File: src/rtl/gate_pkg.sv
// gate_pkg: shared definitions for the pipelined N-input gate reducer.
//   - op encodings (OP_OR .. OP_XNOR; codes 6 and 7 are reserved)
//   - base-function enum used while walking the reduction tree
//   - helpers: base_of, identity, is_inverting, is_reserved
//   - elaboration helpers sizing the tree (level_count, level_offset, latency_of)
package gate_pkg;

  localparam logic [2:0] OP_OR   = 3'd0;
  localparam logic [2:0] OP_AND  = 3'd1;
  localparam logic [2:0] OP_XOR  = 3'd2;
  localparam logic [2:0] OP_NOR  = 3'd3;
  localparam logic [2:0] OP_NAND = 3'd4;
  localparam logic [2:0] OP_XNOR = 3'd5;

  typedef enum logic [1:0] {
    BASE_OR  = 2'd0,
    BASE_AND = 2'd1,
    BASE_XOR = 2'd2
  } base_e;

  // Function applied inside the tree. Inverting ops share the tree of their
  // non-inverted partner; reserved ops fall back to OR (the result is forced
  // to zero at the last stage anyway).
  function automatic base_e base_of(input logic [2:0] op);
    case (op)
      OP_AND, OP_NAND: return BASE_AND;
      OP_XOR, OP_XNOR: return BASE_XOR;
      default:         return BASE_OR;
    endcase
  endfunction

  // Identity element of the base function, as the fill bit replicated across
  // the operand width by the caller: all-ones for AND, all-zeros for OR/XOR.
  // A missing tree leaf combined with this value leaves the partner unchanged.
  function automatic logic identity(input base_e base);
    return (base == BASE_AND);
  endfunction

  function automatic logic is_inverting(input logic [2:0] op);
    return (op == OP_NOR) || (op == OP_NAND) || (op == OP_XNOR);
  endfunction

  function automatic logic is_reserved(input logic [2:0] op);
    return op[2] & op[1];
  endfunction

  // Number of operands alive at tree level lvl (level 0 = the raw inputs).
  function automatic int level_count(input int n, input int lvl);
    int c;
    c = n;
    for (int j = 0; j < lvl; j++) c = (c + 1) / 2;
    return c;
  endfunction

  // Operand offset of tree level lvl inside the flattened level bus.
  function automatic int level_offset(input int n, input int lvl);
    int s;
    s = 0;
    for (int j = 0; j < lvl; j++) s += level_count(n, j);
    return s;
  endfunction

  // Register stages from input accept to output valid.
  function automatic int latency_of(input int n);
    return (n <= 1) ? 1 : $clog2(n);
  endfunction

endpackage

File: src/rtl/gate_reduce_stage.sv
// gate_reduce_stage: one registered level of the reduction tree.
//   Combines operand pairs (2k, 2k+1) with the base function of in_op; an odd
//   last operand is combined with the identity element, i.e. passed through.
//   When FINAL is set (N_IN must be 1 or 2) the stage also applies the output
//   inversion, forces reserved ops to zero and produces err/any flags.
//   All registers hold while advance is low; bubbles shift when it is high.
// Ports:
//   clk, rst             clock, asynchronous active-high reset
//   advance              pipeline-wide shift enable
//   in_valid/in_op/in_data    beat entering this level (N_IN operands)
//   out_valid/out_op/out_data registered beat leaving (N_OUT operands)
//   out_err, out_any     final-stage flags (constant 0 when FINAL is clear)
module gate_reduce_stage
  import gate_pkg::*;
#(
  parameter int WIDTH = 8,
  parameter int N_IN  = 2,
  parameter bit FINAL = 1'b0,
  localparam int N_OUT = (N_IN + 1) / 2
) (
  input  logic                   clk,
  input  logic                   rst,
  input  logic                   advance,
  input  logic                   in_valid,
  input  logic [2:0]             in_op,
  input  logic [N_IN*WIDTH-1:0]  in_data,
  output logic                   out_valid,
  output logic [2:0]             out_op,
  output logic [N_OUT*WIDTH-1:0] out_data,
  output logic                   out_err,
  output logic                   out_any
);

  base_e                  base;
  logic [N_OUT*WIDTH-1:0] red;
  logic [N_OUT*WIDTH-1:0] data_d;
  logic                   err_d;
  logic                   any_d;

  function automatic logic [WIDTH-1:0] combine(input base_e b,
                                               input logic [WIDTH-1:0] x,
                                               input logic [WIDTH-1:0] y);
    case (b)
      BASE_AND: return x & y;
      BASE_XOR: return x ^ y;
      default:  return x | y;
    endcase
  endfunction

  assign base = base_of(in_op);

  for (genvar k = 0; k < N_OUT; k++) begin : g_pair
    if (2 * k + 1 < N_IN) begin : g_full
      assign red[k*WIDTH +: WIDTH] = combine(base, in_data[2*k*WIDTH +: WIDTH],
                                             in_data[(2*k+1)*WIDTH +: WIDTH]);
    end else begin : g_odd
      assign red[k*WIDTH +: WIDTH] = combine(base, in_data[2*k*WIDTH +: WIDTH],
                                             {WIDTH{identity(base)}});
    end
  end

  if (FINAL) begin : g_final
    // Inversion happens only here so inner levels never need to know about it.
    assign data_d = is_reserved(in_op)  ? '0   :
                    is_inverting(in_op) ? ~red : red;
    // Flags are qualified by valid so a bubble never carries err/any.
    assign err_d  = in_valid & is_reserved(in_op);
    assign any_d  = in_valid & (|data_d);
  end else begin : g_inner
    assign data_d = red;
    assign err_d  = 1'b0;
    assign any_d  = 1'b0;
  end

  always_ff @(posedge clk or posedge rst) begin
    if (rst) begin
      out_valid <= 1'b0;
      out_op    <= '0;
      out_data  <= '0;
      out_err   <= 1'b0;
      out_any   <= 1'b0;
    end else if (advance) begin
      out_valid <= in_valid;
      out_op    <= in_op;
      out_data  <= data_d;
      out_err   <= err_d;
      out_any   <= any_d;
    end
  end

endmodule

File: src/rtl/gate_reduce_pipe.sv
// gate_reduce_pipe: pipelined NUM_IN-operand bitwise gate reducer.
//   Reduces NUM_IN operands of WIDTH bits with OR/AND/XOR/NOR/NAND/XNOR chosen
//   per beat by in_op. A registered binary tree of LATENCY levels
//   (max(1, clog2(NUM_IN))) sits between input accept and output valid.
// Handshake: advance = !out_valid | out_ready; in_ready = advance. A beat is
//   taken when in_valid & in_ready and a result leaves when out_valid &
//   out_ready. While advance is low every stage holds, so out_* is stable;
//   while it is high all stages shift, bubbles included, giving one beat per
//   cycle with simultaneous accept and emit.
// Ports:
//   clk, rst                 clock, asynchronous active-high reset
//   in_valid, in_ready       input handshake
//   in_data [NUM_IN*WIDTH]   operand k at in_data[k*WIDTH +: WIDTH]
//   in_op [3]                0 OR,1 AND,2 XOR,3 NOR,4 NAND,5 XNOR,6-7 reserved
//   out_valid, out_ready     output handshake
//   out_data [WIDTH]         reduced result (zero for reserved ops)
//   out_err                  beat carried a reserved op
//   out_any                  |out_data, registered, qualified by out_valid
module gate_reduce_pipe
  import gate_pkg::*;
#(
  parameter int WIDTH  = 8,
  parameter int NUM_IN = 4
) (
  input  logic                    clk,
  input  logic                    rst,
  input  logic                    in_valid,
  output logic                    in_ready,
  input  logic [NUM_IN*WIDTH-1:0] in_data,
  input  logic [2:0]              in_op,
  output logic                    out_valid,
  input  logic                    out_ready,
  output logic [WIDTH-1:0]        out_data,
  output logic                    out_err,
  output logic                    out_any
);

  localparam int LATENCY = latency_of(NUM_IN);
  // All tree levels are packed back to back in one bus: level 0 holds the
  // raw operands, level LATENCY holds the single result operand.
  localparam int TREE_W  = WIDTH * level_offset(NUM_IN, LATENCY + 1);
  localparam int OUT_OFF = WIDTH * level_offset(NUM_IN, LATENCY);

  logic              advance;
  logic [TREE_W-1:0] tree;
  logic [LATENCY:0]  stage_valid;
  logic [2:0]        stage_op [0:LATENCY];
  logic [LATENCY-1:0] stage_err;
  logic [LATENCY-1:0] stage_any;

  assign advance  = !out_valid | out_ready;
  assign in_ready = advance;

  // in_valid feeds the first stage directly: when advance is low the stage
  // holds anyway, so no explicit accept gating is needed.
  assign tree[NUM_IN*WIDTH-1:0] = in_data;
  assign stage_valid[0]         = in_valid;
  assign stage_op[0]            = in_op;

  for (genvar i = 0; i < LATENCY; i++) begin : g_stage
    localparam int NI    = level_count(NUM_IN, i);
    localparam int NO    = level_count(NUM_IN, i + 1);
    localparam int OFF_I = WIDTH * level_offset(NUM_IN, i);
    localparam int OFF_O = WIDTH * level_offset(NUM_IN, i + 1);

    gate_reduce_stage #(
      .WIDTH (WIDTH),
      .N_IN  (NI),
      .FINAL (i == LATENCY - 1)
    ) u_stage (
      .clk       (clk),
      .rst       (rst),
      .advance   (advance),
      .in_valid  (stage_valid[i]),
      .in_op     (stage_op[i]),
      .in_data   (tree[OFF_I +: NI*WIDTH]),
      .out_valid (stage_valid[i+1]),
      .out_op    (stage_op[i+1]),
      .out_data  (tree[OFF_O +: NO*WIDTH]),
      .out_err   (stage_err[i]),
      .out_any   (stage_any[i])
    );
  end

  assign out_valid = stage_valid[LATENCY];
  assign out_data  = tree[OUT_OFF +: WIDTH];
  assign out_err   = stage_err[LATENCY-1];
  assign out_any   = stage_any[LATENCY-1];

  // Op after the last stage and flags of inner stages have no consumer.
  logic unused_sink;
  assign unused_sink = &{1'b0, stage_op[LATENCY], stage_err, stage_any};

endmodule

File: config.mk
export PLATFORM = sky130hd
export DESIGN_NAME = gate_reduce_pipe
export DESIGN_NICKNAME = d
export VERILOG_FILES = /design/src/rtl/gate_pkg.sv /design/src/rtl/gate_reduce_stage.sv /design/src/rtl/gate_reduce_pipe.sv
export SDC_FILE = /design/constraint.sdc
export NUM_CORES = 1
export LEC_CHECK = 0
export CAP_MARGIN = 10
export CORE_MARGIN = 3
export CORE_UTILIZATION = 57
export CTS_CLUSTER_SIZE = 40
export DETAILED_ROUTE_END_ITERATION = 12
export MAX_ROUTING_LAYER = met4
export PLACE_DENSITY = 0.84
export SYNTH_ARGS = -nofsm -noshare
export SYNTH_HDL_FRONTEND = slang
export SYNTH_SLANG_ARGS = --single-unit
File: constraint.sdc
create_clock -name clk -period 6.83 [get_ports clk]
set_input_delay 1.366 -clock clk [delete_from_list [all_inputs] [get_ports clk]]
set_output_delay 1.366 -clock clk [all_outputs]
set_load 0.05 [all_outputs]
After elaboration in Yosys (flattened, before gate mapping)
Index checks and enable logic that the tools add are counted.

word-level totals
  register bits after elaboration = 31
  output and inout port bits = 12
  word-level logic and storage cells = 49

cells by class
  muxes and demuxes = 7
  bitwise operators = 14
  reduce and logical (&&, ||, !) cells = 8
  eq/ne operators = 13

operators by type and width
  cell                                            number
  one-hot mux 8 bit (2 select lines)              3
  bitwise AND 8 bit                               3
  OR 8 bit                                        3
  bitwise XOR 8 bit                               3
  two-way mux 8 bit                               2
  == test 3 bit (second input constant)           4
  == test 3 x 2 -> 1 bit (second input constant)  3
  NOT 8 bit                                       1
  one-hot mux 2 bit (2 select lines)              2
  OR reduction 2 bit                              4
  OR reduction 8 bit                              1
  == test 3 x 1 -> 1 bit (second input constant)  2
  == test 2 x 1 -> 1 bit (second input constant)  2
  == test 2 bit (second input constant)           2
  bitwise AND 1 bit                               3
  logical OR 1 bit                                2
  logical NOT 1 bit                               1
  OR 1 bit                                        1

Logic depth before layout (Yosys ltp)
Gate-level depths: netlist of the first run.

  depth in word-level cells = 10
  gate-level depth with buffers = 12
  depth with buffers taken out = 10

Modules after synthesis
Synthesis of the first run repeated with hierarchy kept, for this count alone.

second synthesis, totals
  cells, all modules = 329
  area total of the unflattened synthesis = 2964.1 um2

by module, submodules not included
  module                                  area an instance (um2)  cells an instance  instances  seq. area each (um2)
  gate_reduce_stage (g_stage[0].u_stage)  1706.6                  195                1          500.5
  gate_reduce_stage (g_stage[1].u_stage)  1251.2                  133                1          350.3
  gate_reduce_pipe                        6.3                     1                  1          0.0

Least setup slack after synthesis of the first run
Ideal clock, no wire load.

  path kind = input -> output
  start = input port out_ready
  end = output port in_ready
  arrival time = 2.323 ns
  path slack = 3.141 ns
  path buffers = 2
  stages on the path = 4
  required time = 5.464 ns
  cells stage by stage = nor2b_1 clkbuf_1 inv_2 buf_1

on the way
  word-level cells in the longest chain between the ends = 1

ends and longest elaborated chain
  item             RTL line                RTL
  start, declared  gate_reduce_pipe.sv:32  input logic out_ready,
  OR 1 bit         gate_reduce_pipe.sv:51  assign advance = !out_valid | out_ready;
  end, declared    gate_reduce_pipe.sv:28  output logic in_ready,

Every way passes these cells.

Worst setup path after layout of the first run
Same ends and word-level chain as after synthesis.

==> results of run 1 <==
## cell type report
class | count | share of cell area (%)
Multi-Input combinational cell | 198 | 47.8
Clock inverter | 1 | 0.158
Inverter | 54 | 6.39
Timing Repair Buffer | 51 | 16.6
Tap cell | 50 | 1.97
Clock buffer | 6 | 2.60
Sequential cell | 31 | 24.4
## cells in the final DEF, fill, tap and decap left out
| master | count |
|---|---|
| sky130_fd_sc_hd__nor3b_1 | 1 |
| sky130_fd_sc_hd__clkbuf_8 | 6 |
| sky130_fd_sc_hd__nand4_1 | 2 |
| sky130_fd_sc_hd__inv_1 | 53 |
| sky130_fd_sc_hd__a21oi_2 | 1 |
| sky130_fd_sc_hd__a221oi_1 | 22 |
| sky130_fd_sc_hd__o21a_1 | 1 |
| sky130_fd_sc_hd__dfrtp_1 | 31 |
| sky130_fd_sc_hd__o21bai_2 | 1 |
| sky130_fd_sc_hd__o21ai_0 | 9 |
| sky130_fd_sc_hd__inv_2 | 1 |
| sky130_fd_sc_hd__or4_1 | 2 |
| sky130_fd_sc_hd__o21ai_1 | 9 |
| sky130_fd_sc_hd__nor2b_1 | 2 |
| sky130_fd_sc_hd__nand3b_1 | 1 |
| sky130_fd_sc_hd__a221oi_2 | 2 |
| sky130_fd_sc_hd__clkinv_2 | 1 |
| sky130_fd_sc_hd__nor2_1 | 10 |
| sky130_fd_sc_hd__buf_16 | 1 |
| sky130_fd_sc_hd__xor2_1 | 2 |
| sky130_fd_sc_hd__a21o_1 | 1 |
| sky130_fd_sc_hd__clkdlybuf4s50_1 | 50 |
| sky130_fd_sc_hd__nand3_1 | 1 |
| sky130_fd_sc_hd__nand2_1 | 32 |
| sky130_fd_sc_hd__o22a_1 | 1 |
| sky130_fd_sc_hd__nand2b_1 | 4 |
| sky130_fd_sc_hd__ha_1 | 52 |
| sky130_fd_sc_hd__a21oi_1 | 34 |
| sky130_fd_sc_hd__mux2i_1 | 8 |
## through the flow
stage | setup WS, ns | utilization (%) | area, um2
final | 2.01 | 75.6 | 3170
after global routing | 1.88 | 75.6 | 3170
after CTS | 2.01 | 74.9 | 3150
after detailed placement | 2.01 | 72.8 | 3060
after global placement | 2.04 | 72.8 | 3060
after floorplan | 3.14 | - | 2590
## metal layers
| metal | vias to the layer above | track usage [%] | wire, um |
|---|---|---|---|
| li1 | 1094 | - | - |
| met1 | 984 | 25.7 | 2220 |
| met2 | 61 | 33.5 | 2300 |
| met3 | 8 | 4.24 | 272 |
| met4 | 0 | 8.25 | 95 |
| met5 | - | - | 0 |
## logic make-up (layout without fill, tap and decap cells)
group,Yosys count,in the layout
AO/OA/AOI/OAI,81,81
XOR/XNOR,2,2
adder cells (fa/ha/maj),52,52
buffers and inverters,73,112
flip-flops,31,31
multiplexers,8,8
AND/OR/NAND/NOR,55,55
## report_power, final
part / total (uW) / leakage (uW) / switching [uW] / internal, uW
clock network: 143 / 0.0000470 / 64.5 / 78.8
registers: 258 / 0.000366 / 28.0 / 230
logic: 416 / 0.00125 / 254 / 163
total: 818 / 0.00166 / 346 / 472
## critical path, delay by kind of cell
| family | cells | cell delay [ns] |
|---|---|---|
| buf+inv | 3 | 1.97 |
| simple gates | 1 | 0.11 |
## final timing paths
check,startpoint,slack [ns],depth (start not counted),to
max,out_ready,2.01,4,in_ready
min,g_stage[1].u_stage.out_err,0.49,2,g_stage[1].u_stage.out_err
max reg2reg,g_stage[0].u_stage.out_op[2],4.12,9,g_stage[1].u_stage.out_any
min reg2reg,g_stage[1].u_stage.out_err,0.49,2,g_stage[1].u_stage.out_err
max in group asynchronous,rst,4.87,3,g_stage[1].u_stage.out_data[5]
min in group asynchronous,rst,1.46,2,g_stage[0].u_stage.out_data[5]
## state kept, by name, summed over array words and instances, names as in the netlist
name,count
g_stage.u_stage.out_err,1
g_stage.u_stage.out_any,1
g_stage.u_stage.out_valid,2
g_stage.u_stage.out_op,3
g_stage.u_stage.out_data,24
==> results by stage, run 1 <==
Global routing:
- The number of antenna violations at the first check in global routing came to 0.
- Global routing used 20.9% of the available tracks across all layers.
- The maximum number of pins on one net before global-route repair is 56.
- The number of global-route vias before repair came to 2099.
- The overall overflow remaining after global route is 0.
- The first-pass GRT wire length is 8.78 mm.

CTS:
- The clock net in this run drives a total of 31 sinks.
- The number of H-tree levels is 2.
- The clock transition at the register clock pins on the worst setup and hold paths after CTS is 0.06 ns.
- The CTS buffer count is 5.
- TritonCTS built the clock tree.
- Buffers inserted to repair hold after CTS numbered 0.
- The number of setup buffers added after CTS is 0.
- The tree is rooted in a sky130_fd_sc_hd__clkbuf_8.
- The insertion delay of the later-clocked pin in the worst-skew pair is 0.29 ns.
- Post-CTS repair changed the size of 0 cells.
- The clock passes through at most 2 buffers.

Synth:
- After Yosys synthesis, full adders, half adders and majority gates account for 25.1% of the synthesized area.
- Of the total synthesized cell area, the portion taken by AND, OR, NAND and NOR gates is 9.36%.
- The number of nets in the synthesized netlist is 393.
- The average footprint of a synthesized cell is 8.58 um2.
- The most common cell in the netlist is sky130_fd_sc_hd__inv_1.
- For this run, the leading register cell type out of synthesis is sky130_fd_sc_hd__dfrtp_1.
- In this run, synthesis produced a sequential element count of 31.
- Sorting the synthesized cells by how often they occur yields sky130_fd_sc_hd__inv_1 (53), sky130_fd_sc_hd__ha_1 (52), sky130_fd_sc_hd__a21oi_1 (34), sky130_fd_sc_hd__nand2_1 (32), sky130_fd_sc_hd__dfrtp_1 (31).
- The sequential element share of the synthesized area is 29.9%.
- Counting distinct cell types in the post-synthesis netlist gives 29.
- After synthesis, the largest family of logic cells by area is adder cells.
- Summing the areas of all compound-gate instances in the mapped netlist gives 20.3% of the synthesized area.
- The number of synthesis warnings is 0.
- The share of synthesized area in the top cell type comes to 29.9%.
- The number of instances in the synthesized netlist is 302.
- The async set or reset register ratio after synthesis is 100%.
- The synthesized netlist occupies a cell area of 2590 um2.
- The proportion of synthesized area in mux cells is 3.09%.
- Sorting the synthesized cells by area gives the leading types as sky130_fd_sc_hd__dfrtp_1 (30%), sky130_fd_sc_hd__ha_1 (25%), sky130_fd_sc_hd__inv_1 (7.7%).
- sky130_fd_sc_hd__dfrtp_1 takes more of the synthesized area than any other cell.
- Counting flops with a built-in enable in the synthesized netlist gives 0.
- The area share of xor/xnor cells in the synthesized design is 0.676%.

Drt:
- For this block, the initial DRC count from the detailed router was 76.
- The wire length reported by the detailed router is 4.88 mm.
- The number of nets with antenna violations after detailed routing is 0.
- In the routed layout, each cell is associated on average with a via count of 5.49.
- The first-pass iteration count of the detailed router is 4.
- After detailed routing, the number of remaining DRC violations is 0.
- For this block, the via count after detailed routing is 2147.
- The wire length per cell after detailed routing is 12.5 um.

Placement:
- At the end of routability-driven placement, the weighted congestion stood at 0.812.
- Detailed placement ended at an HPWL of 3.78 mm.
- Input and output buffers added on the ports amount to 50.
- Including well taps, the total number of placed cells is 383.

Worst setup path:
- At the worst endpoint, the required time is 5.46 ns.
- STA classifies the critical path endpoint as a primary output.
- The cell at the slowest stage of the critical path is sky130_fd_sc_hd__clkdlybuf4s50_1.
- The signal on the critical path passes through clkdlybuf4s50_1 > nor2b_1 > inv_2 > clkdlybuf4s50_1.
- The maximum cell stage delay along the critical path is 0.94 ns.
- The critical path is of the in2out type.
- The maximum fanout encountered on the critical timing path is 55.
- The sort of element at the start of the critical path is an input pin.
- Among the stages of the critical path, the cell type that occurs most often is sky130_fd_sc_hd__clkdlybuf4s50_1.
- The arrival time at the worst endpoint is 3.46 ns.

Finish:
- The total area of sequential cells is 776 um2.
- After filler insertion, the fill cell instance count of the layout stands at 339.
- The number of nets in the layout is 432.
- The number of inserted diodes is 0.
- The fraction of final layout cells sized beyond drive strength 1 is 3.81%.
- The area used by multi-input combinational logic is 1520 um2.
- The area added between synthesis and finish is 22.4%.
- The number of cells in the finished layout apart from fillers is 391.

Die:
- In this run the core area contains 23 standard-cell rows.
- The starting density of the core is 61.7%.
- 51 I/O pins were placed.
- The die width is 73.4 um.
- The die covers 5390 um2.
- The overall die height is 73.4 um.
- The area of the core is 4200 um2.

Timing:
- The transition time at the pin with the least slew margin is 0.900 ns.
- The final-report setup violation count is 0.
- The number of hold violations in the final report is 0.
- The clock skew after layout is 0.00627 ns.
- The time the final worst path needs with I/O delays and setup is 4.82 ns.
- The final hold slack is 0.488 ns.
- Setup repair after global routing left no endpoint under its margin.
- The total negative setup slack is 0 ns.
- In this run the tightest slew margin relative to its limit is 40.0%.
- The maximum operating frequency is 207 MHz.
- The final number of max-transition violations was 0.
- The part of the cycle the worst path needs is 70.6%.

Outcome:
- The flow ran to the end, and the final reports show no timing, DRC or antenna violations.

Power and ir drop:
- VDD sags by at most 123 uV.
- The overall power is 818 uW.
- For this design the ratio of total power to cell area is 258 nW/um2.
- Summed over all cells, the static leakage comes to 0.00166 uW.

Run:
- The max-capacitance violation count is 0.

Worst hold path:
- The classification of the worst-slack hold path is reg2reg.
No activity file was read; power rests on OpenSTA's default activity.
==> run 2: changes to the inputs <==
CORE_UTILIZATION = 53   (was 57)
PLACE_DENSITY = 0.79   (was 0.84)
clock period = 4.85 ns   (was 6.83 ns; I/O delays follow)
==> run 2 against run 1 <==
Routed wire length increased by 2.5%. Combinational power increased by 41%. Via count increased by 0.19%. Global-route usage decreased by 1.1 points. Largest cell class unchanged. Highest routed layer unchanged. First-iteration DRC count increased by 47%. Final area increased by 1.2%. Critical path depth unchanged. Sequential share of layout area decreased by 0.30 points. Total power increased by 43%. Clock skew decreased by 0.0026 ns. Largest power group unchanged. Critical path type unchanged.
==> results by stage, run 2 (synthesis results as in run 1) <==
CTS:
- The clock transition at the register clock pins on the worst setup and hold paths after CTS is 0.06 ns (about the same).
- The CTS tree is built.
- The insertion delay of the later-clocked pin in the worst-skew pair is 0.28 ns (about the same).
- The number of clock sinks seen by CTS came to 31 (unchanged).
- The maximum root-to-sink buffer count is 2 (unchanged).
- The number of gates given a new drive strength after cts came to 0 (unchanged).
- Clock tree synthesis selected as its root buffer the cell sky130_fd_sc_hd__clkbuf_8.
- The number of H-tree levels is 2 (unchanged).
- The number of setup buffers added after CTS came to 0 (unchanged).
- The post-cts hold buffer count is 0 (unchanged).
- The CTS buffer count is 5 (unchanged).

Placement:
- The number of port buffers is 50 (unchanged).
- The HPWL after detailed placement is 3.76 mm (-0.54%).
- The final estimated routing congestion in global placement is 0.784 (-3.5%).
- The pre-CTS setup slack was 1.27 ns (-0.747 ns).

Worst hold path:
- The endpoint with the worst hold slack is g_stage[1].u_stage.out_any.
- In this run the most critical hold path is launched from g_stage[1].u_stage.out_any.
- The number of cells on the worst hold path is 2 (unchanged).
- The classification of the worst-slack hold path is reg2reg.

Global routing:
- The number of global-route vias before repair is 2165 (+3.1%).
- The overall routing resource usage is 19.8% (-1.1 points).
- The number of antenna violations at the first check in global routing is 0 (unchanged).
- The maximum number of pins on one net before global-route repair is 55 (-1.8%).
- The first-pass GRT wire length was 9.34 mm (+6.3%).
- The overall overflow remaining after global route was 0 (unchanged).

Worst setup path:
- The class of the most critical setup path is in2out.
- The sort of element at the start of the critical path is an input pin.
- The arrival time at the worst endpoint is 2.62 ns (-0.84 ns).
- The reg-to-reg critical path endpoint is g_stage[1].u_stage.out_any.
- The worst setup path is captured at a primary output.
- The worst register-to-register path begins at g_stage[0].u_stage.out_op[2].
- The maximum fanout encountered on the critical timing path is 8 (-85%).
- The required time at the endpoint of the critical path came to 3.88 ns (-1.58 ns).
- The reg2reg setup slack is 2.13 ns (-1.99 ns).
- The logic depth of the worst register-to-register path was 9 (unchanged).

Die:
- The area of the core was 4530 um2 (+7.9%).
- The starting density of the core is 57.2% (-4.5 points).
- The row count came to 24 (+4.3%).
- The die width is 75.9 um (+3.4%).
- The I/O pin count is 51 (unchanged).
- The overall die height is 75.9 um (+3.4%).
- The area of the die is 5770 um2 (+6.9%).

Finish:
- The library cells used most frequently in the layout, excluding fill and tap cells, are sky130_fd_sc_hd__inv_1 (53), sky130_fd_sc_hd__ha_1 (52), sky130_fd_sc_hd__clkdlybuf4s50_1 (50).
- Compared with the post-synthesis result, the final layout area differs by 23.9%.
- The number of inserted diodes was 0 (unchanged).
- The fraction of final layout cells sized beyond drive strength 1 was 4.08% (+0.27 points).
- The largest registers in the layout are g_stage.u_stage.out_data (24), g_stage.u_stage.out_op (3), g_stage.u_stage.out_valid (2).
- Ranked by flip-flop count, first place goes to g_stage.u_stage.out_data.
- Leaving out fill and tap cells, the most frequent cell in the layout is sky130_fd_sc_hd__inv_1.
- The flip-flop count of the largest register, all copies and words added is 24 (unchanged).
- The number of nets in the layout is 433 (+0.23%).

Timing:
- The final number of max-transition violations is 0 (unchanged).
- The relative slew slack is 37.3% (-2.7 points).
- The transition time at the pin with the least slew margin came to 0.941 ns (+0.0411 ns).
- The final-report setup violation count is 0 (unchanged).
- The total negative setup slack is 0 ns (unchanged).
- The smallest clock period supported by the final layout is computed as 3.59 ns.
- The final critical path takes up 74.0% of the cycle.
- The number of hold violations in the final report is 0 (unchanged).
- The clock skew after layout is 0.00370 ns (-0.00256 ns).
- Setup repair after global routing left no endpoint under its margin.
- The maximum operating frequency is 279 MHz.
- The smallest setup slack after layout is 1.26 ns (-0.746 ns).

Drt:
- The total via count after detailed routing came to 2151 (+0.19%).
- The wire length per cell after detailed routing is 12.3 um (-1.8%).
- The average vias per placed instance is 5.27 (-4.0%).
- The number of nets with antenna violations after detailed routing was 0 (unchanged).
- The first-pass iteration count of the detailed router was 4 (unchanged).
- The wire length reported by the detailed router is 5.01 mm (+2.5%).
- The number of remaining DRC errors is 0 (unchanged).
- The violation count after the first detailed-route iteration came to 112 (+47%).

Outcome:
- The flow ran to the end, and the final reports show no timing, DRC or antenna violations.

Power and ir drop:
- The static leakage power is 0.00167 uW (+0.54%).
- The ratio of total power to cell area is 365 nW/um2 (+42%).
- The peak supply drop is 174 uV (+41%).

Run:
- The max-capacitance violation count came to 0 (unchanged).
## run 2: worst max-delay path, stage by stage
cell and delay [ns]:
sky130_fd_sc_hd__clkdlybuf4s50_1 0.40, sky130_fd_sc_hd__nor2b_1 0.46, sky130_fd_sc_hd__inv_2 0.08, sky130_fd_sc_hd__clkdlybuf4s50_1 0.71
## run 2: per-layer routing
metal | GRT usage (%) | up-vias | wire [um]
met1 | 24.3 | 995 | 2420
met4 | 5.43 | 0 | 72
met5 | - | - | 0
met3 | 3.67 | 7 | 202
met2 | 33.5 | 50 | 2310
li1 | - | 1099 | -
## run 2: power breakdown
| group | leakage (uW) | switching (uW) | internal (uW) | total, uW |
|---|---|---|---|---|
| registers | 0.000366 | 38.6 | 324 | 363 |
| clock network | 0.0000515 | 94.0 | 129 | 223 |
| logic | 0.00125 | 359 | 228 | 587 |
| total | 0.00167 | 491 | 682 | 1170 |
## run 2: how the worst max path moves through the flow
stage | from | endpoint | slack, ns | cells past startpoint
floorplan | out_ready | in_ready | 1.95 | 4
global placement | out_ready | in_ready | 1.32 | 4
detailed placement | out_ready | in_ready | 1.27 | 4
CTS | out_ready | in_ready | 1.25 | 4
global route | out_ready | in_ready | 1.19 | 4
finish | out_ready | in_ready | 1.26 | 4
## run 2: layout make-up
class,count,area [um2]
inverters,54,203
fillers,367,1320
flip-flops and latches,31,776
well taps,65,81.3
clock buffers,8,100
multi-input cells,198,1520
repair buffers,52,536
## run 2: stage by stage
step / hold slack (ns) / instance area, um2 / cells / power, uW / utilization (%)
floorplan: 0.475 / 2590 / 302 / 790 / -
global placement: 0.471 / 3090 / 399 / 932 / 68.0
detailed placement: 0.475 / 3090 / 399 / 950 / 68.0
CTS: 0.489 / 3190 / 407 / 1180 / 70.3
global route: 0.525 / 3210 / 408 / 1260 / 70.9
finish: 0.482 / 3210 / 408 / 1170 / 70.9
==> run 3: changes to the inputs <==
clock period = 3.6 ns   (was 4.85 ns; I/O delays follow)
==> run 3 against run 2 <==
Global-route usage is 0.14 points lower. Die area stayed put. Sequential share of layout area is 0.056 points lower. Critical path depth is 4 higher. Non-clock buffer count stayed put. Core utilization is 0.17 points higher. Total power is 40% higher. Sequential power is 35% higher. First-iteration DRC count is 15% higher. Combinational power is 36% higher. Cell count stayed put. Routed wire length is 0.98% higher. Critical path type is now in2reg. Largest cell class unchanged. Highest routed layer unchanged.
==> results by stage, run 3 (synthesis results as in run 1) <==
Drt:
- The wire length reported by the detailed router came to 5.06 mm (+0.98%).
- The wire length per cell after detailed routing is 12.4 um (+0.98%).
- The average vias per placed instance came to 5.30 (+0.60%).
- The total via count after detailed routing is 2164 (+0.60%).
- The number of nets with antenna violations after detailed routing is 0 (unchanged).
- The violation count after the first detailed-route iteration is 129 (+15%).
- The first-pass iteration count of the detailed router came to 5 (+1).
- The number of remaining DRC errors was 0 (unchanged).

Worst setup path:
- The critical path goes through clkdlybuf4s50_1 > xor2_1 > nand2b_1 > ha_1 > a221oi_1 > a21oi_1 > nand2_1 > o21ai_0.
- The arrival time at the worst endpoint came to 2.97 ns (+0.35 ns).
- The cell family contributing the most delay on the critical path is adder cells.
- The number of buffer and inverter stages on the critical path is 1 (-2).
- The maximum cell stage delay along the critical path was 0.90 ns (+0.19 ns).
- The required time at the endpoint of the critical path came to 3.80 ns (-0.08 ns).
- The worst setup path is of the in2reg kind.
- The sort of element at the start of the critical path is an input pin.
- STA classifies the critical path endpoint as a flip-flop.
- The cell at the slowest stage of the critical path is sky130_fd_sc_hd__ha_1.
- The maximum fanout encountered on the critical timing path is 32 (+24).

CTS:
- The CTS tree is built.
- The clock transition at the register clock pins on the worst setup and hold paths after CTS is 0.07 ns (about the same).
- The number of gates given a new drive strength after cts is 0 (unchanged).
- In this run the clock root is driven by a sky130_fd_sc_hd__clkbuf_8.
- The insertion delay of the later-clocked pin in the worst-skew pair is 0.28 ns (about the same).
- The CTS buffer count is 5 (unchanged).
- The number of clock sinks seen by CTS is 31 (unchanged).
- The number of setup buffers added after CTS came to 0 (unchanged).
- The post-cts hold buffer count is 0 (unchanged).
- The maximum root-to-sink buffer count is 2 (unchanged).
- The number of H-tree levels is 2 (unchanged).

Run:
- The max-capacitance violation count is 0 (unchanged).

Finish:
- The number of inserted diodes is 0 (unchanged).
- Ranked by flip-flop count, first place goes to g_stage.u_stage.out_data.
- The flip-flop count of the largest register, all copies and words added is 24 (unchanged).
- The most common cell after layout, fill and taps aside is sky130_fd_sc_hd__inv_1.
- The number of inserted filler cells in the final layout is 351 (-4.4%).
- The number of nets in the layout was 433 (unchanged).
- The fraction of final layout cells sized beyond drive strength 1 is 4.66% (+0.58 points).
- In the final layout, the registers with the most flip-flops are g_stage.u_stage.out_data (24), g_stage.u_stage.out_op (3), g_stage.u_stage.out_valid (2).
- The area added between synthesis and finish is 24.2%.
- In the layout the commonest cells are sky130_fd_sc_hd__inv_1 (53), sky130_fd_sc_hd__ha_1 (52), sky130_fd_sc_hd__clkdlybuf4s50_1 (49).
- The area of all placed cells without fillers is 3220 um2 (+0.23%).

Die:
- The starting density of the core is 57.2% (unchanged).
- The overall die height is 75.9 um (unchanged).
- The row count was 24 (unchanged).
- The I/O pin count came to 51 (unchanged).
- The area of the core was 4530 um2 (unchanged).
- The die width is 75.9 um (unchanged).
- The area of the die is 5770 um2 (unchanged).

Placement:
- The final estimated routing congestion in global placement is 0.796 (+1.6%).
- The number of port buffers is 50 (unchanged).
- The HPWL after detailed placement is 3.92 mm (+4.2%).
- The standard cell area after detailed placement is 3100 um2 (+0.57%).

Global routing:
- The overall overflow remaining after global route was 0 (unchanged).
- The first-pass GRT wire length is 9.20 mm (-1.4%).
- The overall routing resource usage came to 19.6% (-0.14 points).
- The number of global-route vias before repair is 2172 (+0.32%).
- The maximum number of pins on one net before global-route repair is 55 (unchanged).
- The number of antenna violations at the first check in global routing is 0 (unchanged).

Timing:
- The relative slew slack was 38.3% (+1.0 points).
- The final number of max-transition violations was 0 (unchanged).
- The final-report setup violation count is 0 (unchanged).
- Setup repair after global routing left no endpoint under its margin.
- The clock skew after layout is 0.00595 ns (+0.00224 ns).
- The number of hold violations in the final report is 0 (unchanged).
- The maximum operating frequency is 360 MHz.
- The total negative setup slack was 0 ns (unchanged).
- Dividing the final minimum period by the clock period gives 77.2%.
- The transition time at the pin with the least slew margin came to 0.925 ns (-0.0155 ns).
- The smallest clock period supported by the final layout is computed as 2.78 ns.

Power and ir drop:
- The ratio of total power to cell area is 508 nW/um2 (+39%).
- The peak supply drop was 265 uV (+52%).
- The static leakage power is 0.00168 uW (+0.45%).

Worst hold path:
- The classification of the worst-slack hold path is reg2reg.

Outcome:
- The run finished with clean final reports.
[run 3: changes by cell type in the layout (fill, tap and decap cells not counted)]
cell / previous run / this run
sky130_fd_sc_hd__buf_12: 0 / 1
sky130_fd_sc_hd__buf_16: 1 / 0
sky130_fd_sc_hd__buf_4: 1 / 2
sky130_fd_sc_hd__bufinv_16: 0 / 1
sky130_fd_sc_hd__clkbuf_1: 1 / 0
sky130_fd_sc_hd__clkbuf_8: 7 / 6
sky130_fd_sc_hd__clkdlybuf4s50_1: 50 / 49
sky130_fd_sc_hd__clkinv_2: 0 / 1
[run 3: layer usage]
metal	vias to the layer above	track usage, %	part of all wire (%)
li1	1099	-	-
met1	1003	23.4	46
met2	55	33.0	48
met3	7	4.03	4.5
met4	0	7.25	1.3
met5	-	-	0
[run 3: stage by stage]
step                worst slack [ns]  utilization (%)  power [uW]  hold WS, ns  cells
finish                         0.821             71.0        1640        0.480    408
global route                   0.581             71.0        1750        0.523    408
CTS                            0.843             71.0        1650        0.490    408
detailed placement             0.579             68.4        1290        0.475    400
global placement               0.643             68.4        1260        0.469    400
floorplan                       1.20                -        1060        0.475    302
[run 3: area by class of cell]
cell class | count | area [um2] | share of cell area [%]
sequential | 31 | 776 | 24.1
tap | 65 | 81.3 | 2.53
multi-input combinational | 198 | 1520 | 47.1
clock inverter | 2 | 35.0 | 1.09
clock buffer | 6 | 82.6 | 2.56
timing repair buffer | 52 | 526 | 16.3
inverter | 54 | 203 | 6.29
[run 3: final timing paths]
check,cells after the start,slack [ns],startpoint,to
worst min-delay path,2,0.48,g_stage[1].u_stage.out_err,g_stage[1].u_stage.out_err
worst max register to register,9,0.88,g_stage[0].u_stage.out_op[2],g_stage[1].u_stage.out_any
worst max-delay path,8,0.82,in_op[0],g_stage[0].u_stage.out_data[4]
min in group asynchronous,3,0.82,rst,g_stage[1].u_stage.out_data[6]
max in group asynchronous,3,2.51,rst,g_stage[0].u_stage.out_data[7]
worst min register to register,2,0.48,g_stage[1].u_stage.out_err,g_stage[1].u_stage.out_err
[run 3: power by group]
part	internal [uW]	total [uW]	switching, uW
logic	310	796	486
clock network	224	351	128
registers	436	489	52.1
[run 3: tightest hold or removal path, cell delays in order (launching register included)]
cell and delay [ns]:
sky130_fd_sc_hd__dfrtp_1 0.34, sky130_fd_sc_hd__nand2_1 0.05, sky130_fd_sc_hd__o21ai_0 0.06
